[src/rtl/math_adder_seq_pkg.sv]
// Shared constants and types for the sequential chunked adder.
package math_adder_seq_pkg;

    localparam int CHUNK_W = 16;

    typedef enum logic [1:0] {
        IDLE = 2'd0,
        CALC = 2'd1,
        DONE = 2'd2
    } seq_state_t;

endpackage

[src/rtl/math_adder_brent_kung_016.sv]
// 16-bit combinational Brent-Kung adder: log-depth up-sweep of group
// generate/propagate, then a down-sweep to fill in the remaining prefixes.
module math_adder_brent_kung_016 (
    input  logic [15:0] a,
    input  logic [15:0] b,
    input  logic        cin,
    output logic [15:0] sum,
    output logic        cout
);

    logic [15:0] g;
    logic [15:0] p;
    logic [15:0] pp;

    always_comb begin
        pp = a ^ b;
        g  = a & b;
        p  = pp;
        // Fold carry-in into bit 0 so g[i] becomes the carry out of bit i.
        g[0] = g[0] | (p[0] & cin);

        for (int d = 0; d < 4; d++) begin
            for (int i = 0; i < 16; i++) begin
                if (((i + 1) % (2 << d)) == 0) begin
                    g[i] = g[i] | (p[i] & g[i - (1 << d)]);
                    p[i] = p[i] & p[i - (1 << d)];
                end
            end
        end

        for (int d = 2; d >= 0; d--) begin
            for (int i = 0; i < 16; i++) begin
                if ((i >= (3 << d) - 1) && (((i + 1 - (1 << d)) % (2 << d)) == 0)) begin
                    g[i] = g[i] | (p[i] & g[i - (1 << d)]);
                    p[i] = p[i] & p[i - (1 << d)];
                end
            end
        end

        sum  = pp ^ {g[14:0], cin};
        cout = g[15];
    end

endmodule

[src/rtl/math_adder_brent_kung_wide_seq.sv]
// Wide add/subtract built from one shared 16-bit Brent-Kung adder, one chunk
// per cycle LSB first, with a valid/ready handshake on both sides.
module math_adder_brent_kung_wide_seq
    import math_adder_seq_pkg::*;
#(
    parameter int TOTAL_WIDTH = 64
) (
    input  logic                   i_clk,
    input  logic                   i_rst,
    input  logic                   i_valid,
    output logic                   o_ready,
    input  logic [TOTAL_WIDTH-1:0] i_a,
    input  logic [TOTAL_WIDTH-1:0] i_b,
    input  logic                   i_cin,
    input  logic                   i_sub,
    output logic                   o_valid,
    input  logic                   i_ready,
    output logic [TOTAL_WIDTH-1:0] o_sum,
    output logic                   o_cout,
    output logic                   o_overflow,
    output logic                   o_busy
);

    localparam int NUM_CHUNKS = TOTAL_WIDTH / CHUNK_W;
    localparam int CNT_W      = (NUM_CHUNKS > 1) ? $clog2(NUM_CHUNKS) : 1;
    localparam logic [CNT_W-1:0] LAST_CHUNK = CNT_W'(NUM_CHUNKS - 1);

    if ((TOTAL_WIDTH % CHUNK_W) != 0 || TOTAL_WIDTH < CHUNK_W) begin : g_bad_width
        $error("TOTAL_WIDTH must be a non-zero multiple of 16");
    end

    seq_state_t state;
    seq_state_t state_nxt;

    logic [NUM_CHUNKS-1:0][CHUNK_W-1:0] reg_a;
    logic [NUM_CHUNKS-1:0][CHUNK_W-1:0] reg_b;
    logic [NUM_CHUNKS-1:0][CHUNK_W-1:0] sum_r;
    logic                               carry_r;
    logic                               cout_r;
    logic                               ovf_r;
    logic [CNT_W-1:0]                   cnt;
    logic [CHUNK_W-1:0]                 add_sum;
    logic                               add_cout;
    logic                               last;

    assign last = (cnt == LAST_CHUNK);

    math_adder_brent_kung_016 u_add (
        .a    (reg_a[cnt]),
        .b    (reg_b[cnt]),
        .cin  (carry_r),
        .sum  (add_sum),
        .cout (add_cout)
    );

    always_ff @(posedge i_clk or posedge i_rst) begin
        if (i_rst) state <= IDLE;
        else       state <= state_nxt;
    end

    always_comb begin
        state_nxt = state;
        case (state)
            IDLE:    if (i_valid) state_nxt = CALC;
            CALC:    if (last)    state_nxt = DONE;
            DONE:    if (i_ready) state_nxt = IDLE;
            default: state_nxt = IDLE;
        endcase
    end

    // Subtract is folded entirely into the B inversion and carry seed at
    // accept time, so no mode bit needs to travel with the operation.
    always_ff @(posedge i_clk or posedge i_rst) begin
        if (i_rst) begin
            reg_a   <= '0;
            reg_b   <= '0;
            sum_r   <= '0;
            carry_r <= 1'b0;
            cout_r  <= 1'b0;
            ovf_r   <= 1'b0;
            cnt     <= '0;
        end else begin
            case (state)
                IDLE: begin
                    if (i_valid) begin
                        reg_a   <= i_a;
                        reg_b   <= i_sub ? ~i_b : i_b;
                        carry_r <= i_cin ^ i_sub;
                        cnt     <= '0;
                    end
                end
                CALC: begin
                    sum_r[cnt] <= add_sum;
                    carry_r    <= add_cout;
                    if (last) begin
                        cout_r <= add_cout;
                        ovf_r  <= (reg_a[NUM_CHUNKS-1][CHUNK_W-1] == reg_b[NUM_CHUNKS-1][CHUNK_W-1]) &&
                                  (add_sum[CHUNK_W-1] != reg_a[NUM_CHUNKS-1][CHUNK_W-1]);
                    end else begin
                        cnt <= cnt + 1'b1;
                    end
                end
                default: ;
            endcase
        end
    end

    assign o_ready    = (state == IDLE);
    assign o_valid    = (state == DONE);
    assign o_busy     = (state != IDLE);
    assign o_sum      = sum_r;
    assign o_cout     = cout_r;
    assign o_overflow = ovf_r;

endmodule

[config.mk]
export PLATFORM = sky130hd
export DESIGN_NAME = math_adder_brent_kung_wide_seq
export DESIGN_NICKNAME = d
export VERILOG_FILES = /design/src/rtl/math_adder_seq_pkg.sv /design/src/rtl/math_adder_brent_kung_016.sv /design/src/rtl/math_adder_brent_kung_wide_seq.sv
export SDC_FILE = /design/constraint.sdc
export NUM_CORES = 1
export LEC_CHECK = 0
export CAP_MARGIN = 20
export CORE_AREA = 2 2 196 198
export CTS_BUF_LIST = sky130_fd_sc_hd__clkbuf_2
export DETAILED_ROUTE_END_ITERATION = 16
export DIE_AREA = 0 0 198 200
export SLEW_MARGIN = 20
export SYNTH_ARGS = -nofsm -noshare
export SYNTH_HDL_FRONTEND = slang
export SYNTH_SLANG_ARGS = --single-unit
export TNS_END_PERCENT = 20
[constraint.sdc]
create_clock -name i_clk -period 20.3 [get_ports i_clk]
set_clock_uncertainty 0.1 [all_clocks]
set_input_delay 4.06 -clock i_clk [delete_from_list [all_inputs] [get_ports i_clk]]
set_output_delay 4.06 -clock i_clk [all_outputs]
set_load 0.02 [all_outputs]
==> results_dict.tcl, run 1 <==
set metrics [dict create \
    fillCellCount 3782 \
    power_density_nw_per_um2 190 \
    critPathMaxFanout 5 \
    yosys_warnings 0 \
    holdWs_ns 0.422 \
    postCtsSetupBuffers 0 \
    clkTransAtPathRegs_ns 0.29 \
    final-hold-violation-count 0 \
    cts_buffers 17 \
    start_util 0.247 \
    setup_viol 0 \
    drt-initial-drc-count 285 \
    drc 0 \
    drive_above_1_share 0.175 \
    ctsResizeCount 0 \
    final_max_slew_viol_count 0 \
    grt-ovfl-total 0 \
    placed_area_um2 11700 \
    cp.arrival_ns 2.19 \
    coreArea_um2 37400 \
    path_class "reg2out" \
    synth_cell_types 32 \
    grt_max_degree 121 \
    grt_pass1_wl_mm 37.5 \
    routedWlPerCell_um 17.2 \
    cp.depth 3 \
    synth.avg_cell_area_um2 12.4 \
    netlist_area_um2 9240 \
    end_kind "primary output" \
    ioPinCount 203 \
    critPathBufInv 2 \
    finalWorstPathRequiredPeriod_ns 6.35 \
    track_usage 0.130 \
    syn-instance-count 743 \
    startpoint_type "register" \
    ir_worst_vdd_uv 87.4 \
    path_cells "nand2b_1, inv_1, clkdlybuf4s50_1" \
    core.rowCount 71 \
    finalWirelength_mm 24.9 \
    slowest_stage "clkdlybuf4s50_1" \
    clk_latency_ns 0.85 \
    first_pass_iters 4 \
    syn_nets 904 \
    vias_per_cell 4.24 \
    die_width_um 198 \
    status "finished clean" \
    tightest_slew_ns 1.02 \
    synth_seq_cells 199 \
    nets 1086 \
    max_stage_delay_ns 0.60 \
    cp_top_family "buffers and inverters" \
    whs_path_depth 2 \
    slew-limit-headroom 0.319 \
    antenna_found_initial 2 \
    gp_congestion 0.756 \
    ys.flop_type "dfrtp_1" \
    cts_buffer_depth 2 \
    timing.setup.tns_ns 0 \
    required_ns 16.14 \
    place_hpwl_mm 18.0 \
    cts_htree_levels 4 \
    fmax_mhz 157 \
    synth_edf_count 0 \
    via_count 6144 \
    area_growth_pct 29.8 \
    grt_pass1_vias 6190 \
    fin_area_um2 12000 \
    cts.sinks 199 \
    seq_area_frac_synth 0.539 \
    die_area_um2 39600 \
    cts_tree "built" \
    io_buffers 202 \
    multiInputGateArea_um2 3970 \
    final_antenna_net_count 0 \
    timing.final.crit_share 0.313 \
    seqCellArea_um2 4980 \
    hold_buffers 0 \
    hp-class "reg2reg" \
    rsz0062_at_grt "no" \
    clock-root-buffer "clkbuf_2" \
    reg2regPathDepth 15 \
    die_h_um 200 \
    p_leak_nw 4.76 \
    async_reset_ff_frac 1.00 \
    drv_cap 0 \
]
## cells in the mapped netlist, types with 5 or more instances
cell type | number | area (um^2)
clkbuf_1 | 5 | 18.8
buf_2 | 34 | 170
inv_1 | 18 | 67.6
dfrtp_1 | 199 | 4980
o21ai_0 | 51 | 255
buf_4 | 6 | 45.0
ha_1 | 18 | 225
nand2_1 | 49 | 184
mux2_2 | 85 | 957
fa_1 | 9 | 180
nor2_1 | 69 | 259
mux4_2 | 32 | 721
xnor2_1 | 70 | 613
a21oi_1 | 71 | 355
## registers in the layout (all words and copies together) (netlist names)
name / count
carry_r: 1
cnt: 2
o_cout: 1
o_overflow: 1
o_sum: 64
reg_a: 64
reg_b: 64
state: 2
## per-stage QoR
stage | setup slack (ns) | std cells | power [mW] | utilization
2_1_floorplan | 10.71 | 743 | 1.56 | -
3_3_place_gp | 13.40 | 1416 | 2.08 | 0.313
3_5_place_dp | 13.35 | 1416 | 2.12 | 0.313
4_1_cts | 13.85 | 1448 | 2.33 | 0.320
5_1_grt | 13.77 | 1450 | 2.48 | 0.321
6_report | 13.95 | 1450 | 2.28 | 0.321
## cell type report
class                   count  share of cell area
flip-flops and latches    199               0.415
multi-input cells         481               0.331
repair buffers            208               0.174
well taps                 511              0.0533
clock inverters            15              0.0130
clock buffers              17             0.00709
inverters                  18             0.00626
diodes                      1            0.000209
## routing by layer
metal | wire [um] | share of wire | global-route usage
met5 | 13 | 0.00052 | 0
met4 | 292 | 0.012 | 0.0379
met3 | 1250 | 0.050 | 0.0299
met2 | 11500 | 0.46 | 0.201
met1 | 11800 | 0.48 | 0.181
## logic make-up after synthesis
| family | synth area share |
|---|---|
| multiplexers | 0.188 |
| AO/OA/AOI/OAI | 0.0711 |
| AND/OR/NAND/NOR | 0.0571 |
| flip-flops | 0.539 |
| XOR/XNOR | 0.0682 |
| adder cells (fa/ha/maj) | 0.0439 |
| buffers and inverters | 0.0326 |
## layout by cell type (no fill, tap or decap), types with 2 or more instances in the layout
| cell | instances |
|---|---|
| ha_1 | 18 |
| dfrtp_2 | 2 |
| nor2_1 | 69 |
| clkbuf_2 | 17 |
| nand2_1 | 48 |
| nor3_1 | 2 |
| mux2_1 | 3 |
| mux2_2 | 85 |
| clkdlybuf4s50_1 | 201 |
| mux4_2 | 32 |
| xor2_1 | 2 |
| buf_4 | 5 |
| inv_1 | 17 |
| dfrtp_1 | 197 |
| xnor2_1 | 70 |
| nand2b_1 | 2 |
| o21ai_0 | 51 |
| fa_1 | 9 |
| clkinv_2 | 2 |
| mux2i_1 | 3 |
| nand2_2 | 4 |
| inv_8 | 8 |
| a21oi_1 | 71 |
| inv_6 | 2 |
## power breakdown
group	leakage (nW)	switching (mW)	internal, mW	total, mW
clock	0.150	0.154	0.0511	0.205
sequential	2.32	0.116	0.597	0.713
combinational	2.29	0.768	0.597	1.36
## worst reg2reg max path: stages, from the launching register on
cell,delay (ns)
dfrtp_2,0.87
buf_4,0.42
mux4_2,0.38
inv_1,0.12
fa_1,0.17
inv_1,0.05
fa_1,0.47
a211oi_1,0.38
nor2_1,0.09
a221oi_1,0.56
o21ai_0,0.23
fa_1,0.44
xnor2_1,0.60
and3_1,0.26
nor2_1,0.05
o21ai_0,0.14
## worst paths after layout
path	from	endpoint	slack, ns
worst max register to register	cnt[1]	o_overflow	14.93
worst max-delay path	state[0]	o_valid	13.95
max in group asynchronous	i_rst	cnt[1]	15.06
min in group asynchronous	i_rst	reg_a[26]	3.60
worst min register to register	o_sum[19]	o_sum[19]	0.42
worst min-delay path	o_sum[19]	o_sum[19]	0.42
(Power assumes the default switching activity.)
==> run 2, diff against run 1 <==
- clock period: 20.3 -> 6.4 ns (I/O delays scaled with it)
==> run 2 against run 1 <==
Non-clock buffer count shrank 1. Register-to-register slack lost 13 ns. Clock power increased to 3.3 times the previous value. Sequential power grew to 3.2 times the previous value. Utilization hardly changed. Flip-flop and latch count stayed put. Sequential share of layout area is essentially flat. Largest power group unchanged.
==> results_dict.tcl, run 2 (synthesis gave the netlist of run 1 again) <==
set metrics [dict create \
    p_clk_frac 0.093 \
    rsz0062_at_grt "no" \
    cts_buffers 17 \
    finalWorstPathRequiredPeriod_ns 4.78 \
    power.total_mw 7.28 \
    die_area_um2 39600 \
    hold_buffers 0 \
    p_switching_mw 3.32 \
    max_stage_delay_ns 0.86 \
    die_width_um 198 \
    required_ns 7.04 \
    hp-class "reg2reg" \
    cts.sinks 199 \
    nets 1085 \
    final_max_slew_viol_count 0 \
    grt-ovfl-total 0 \
    end_kind "register" \
    reg2regPathDepth 12 \
    drt-initial-drc-count 285 \
    p_comb_frac 0.590 \
    grt_pass1_wl_mm 38.4 \
    cp.arrival_ns 5.42 \
    ctsResizeCount 0 \
    power_density_nw_per_um2 606 \
    critPathMaxFanout 20 \
    final_antenna_net_count 0 \
    place_hpwl_mm 19.3 \
    cts_tree "built" \
    slowest_stage "dfrtp_2" \
    status "finished clean" \
    path_class "reg2reg" \
    cts_htree_levels 4 \
    clk_latency_ns 0.82 \
    first_pass_iters 4 \
    placed_cells 1416 \
    fillCellCount 3827 \
    final_util 0.321 \
    startpoint_type "register" \
    final_cells 1448 \
    drv_cap 0 \
    p_leak_nw 4.76 \
    ioPinCount 203 \
    core.rowCount 71 \
    final-hold-violation-count 0 \
    drive_above_1_share 0.175 \
    antenna_found_initial 0 \
    coreArea_um2 37400 \
    num_antenna_cells 0 \
    die_h_um 200 \
    ir_worst_vdd_uv 417 \
    clkTransAtPathRegs_ns 0.32 \
    timing.setup.tns_ns 0 \
    gp_congestion 0.781 \
    via_count 6211 \
    path_cells "buf_4, mux4_2, fa_1, a211oi_1, nor2_1, a221oi_1, o21ai_0, fa_1, xnor2_1, and3_1, nor2_1, o21ai_0" \
    p_int_mw 3.95 \
    setup_viol 0 \
    tightest_slew_ns 1.06 \
    vias_per_cell 4.29 \
    layout_setup_ws_ns 1.62 \
    whs_path_depth 2 \
    post-place-ws_ns 1.53 \
    swShare 0.457 \
    grt_pass1_vias 6223 \
    routedWlPerCell_um 17.8 \
    track_usage 0.133 \
    postCtsSetupBuffers 0 \
    cts_buffer_depth 2 \
    finalWirelength_mm 25.8 \
    area_growth_pct 29.9 \
    start_util 0.247 \
    drc 0 \
    fmax_mhz 209 \
    slew-limit-headroom 0.290 \
    clock-root-buffer "clkbuf_2" \
    timing.final.crit_share 0.747 \
    power_frac_seq 0.316 \
    final_cell_mix "201 x clkdlybuf4s50_1, 197 x dfrtp_1, 85 x mux2_2, 71 x a21oi_1, 70 x xnor2_1" \
    final_common_cell "clkdlybuf4s50_1" \
    grt_max_degree 195 \
    io_buffers 202 \
]
## run 2: through the flow
step	hold slack, ns	instance area, um^2
after floorplan	0.352	9250
final	0.421	12000
after global routing	0.442	12000
after detailed placement	0.369	11700
after global placement	0.360	11700
after CTS	0.427	12000
## run 2: layout make-up
class | instances | area, um^2 | area share
Clock buffer | 17 | 85.1 | 0.00708
Clock inverter | 15 | 179 | 0.0149
Inverter | 18 | 71.3 | 0.00594
Multi-Input combinational cell | 481 | 3970 | 0.331
Sequential cell | 199 | 4980 | 0.415
Tap cell | 511 | 639 | 0.0532
Timing Repair Buffer | 207 | 2080 | 0.173
## run 2: worst max-delay path: cells and delay by family, from the launching register on
family,cells,cell delay (ns)
AOI/OAI and AO/OA,4,1.23
xor gates and xnor gates,1,0.36
adders and majority gates,2,0.85
buffers and inverters,1,0.41
DFF,1,0.86
muxes,1,0.56
and+or+nand+nor,3,0.34
## run 2: path summary, 6_finish.rpt
check,start,end,slack (ns)
min in group asynchronous,i_rst,o_sum[42],0.63
min reg2reg,o_sum[34],o_sum[34],0.42
max in group asynchronous,i_rst,cnt[1],4.29
min,o_sum[34],o_sum[34],0.42
max reg2reg,cnt[0],o_overflow,1.62
max,cnt[0],o_overflow,1.62
## run 2: metal layers
metal	up-vias	wire length, um	track usage
met1	3104	11900	0.181
met4	0	324	0.0323
met2	167	12400	0.220
li1	2922	-	-
met5	-	0	0
met3	18	1170	0.0264
## run 2: power groups by stage
stage	Combinational, mW	Sequential, mW	Clock, mW
after floorplan	2.55	2.41	0
final	4.29	2.30	0.680
after CTS	4.40	2.31	0.715
after global placement	4.27	2.34	0
after global routing	4.74	2.39	0.765
after detailed placement	4.39	2.35	0
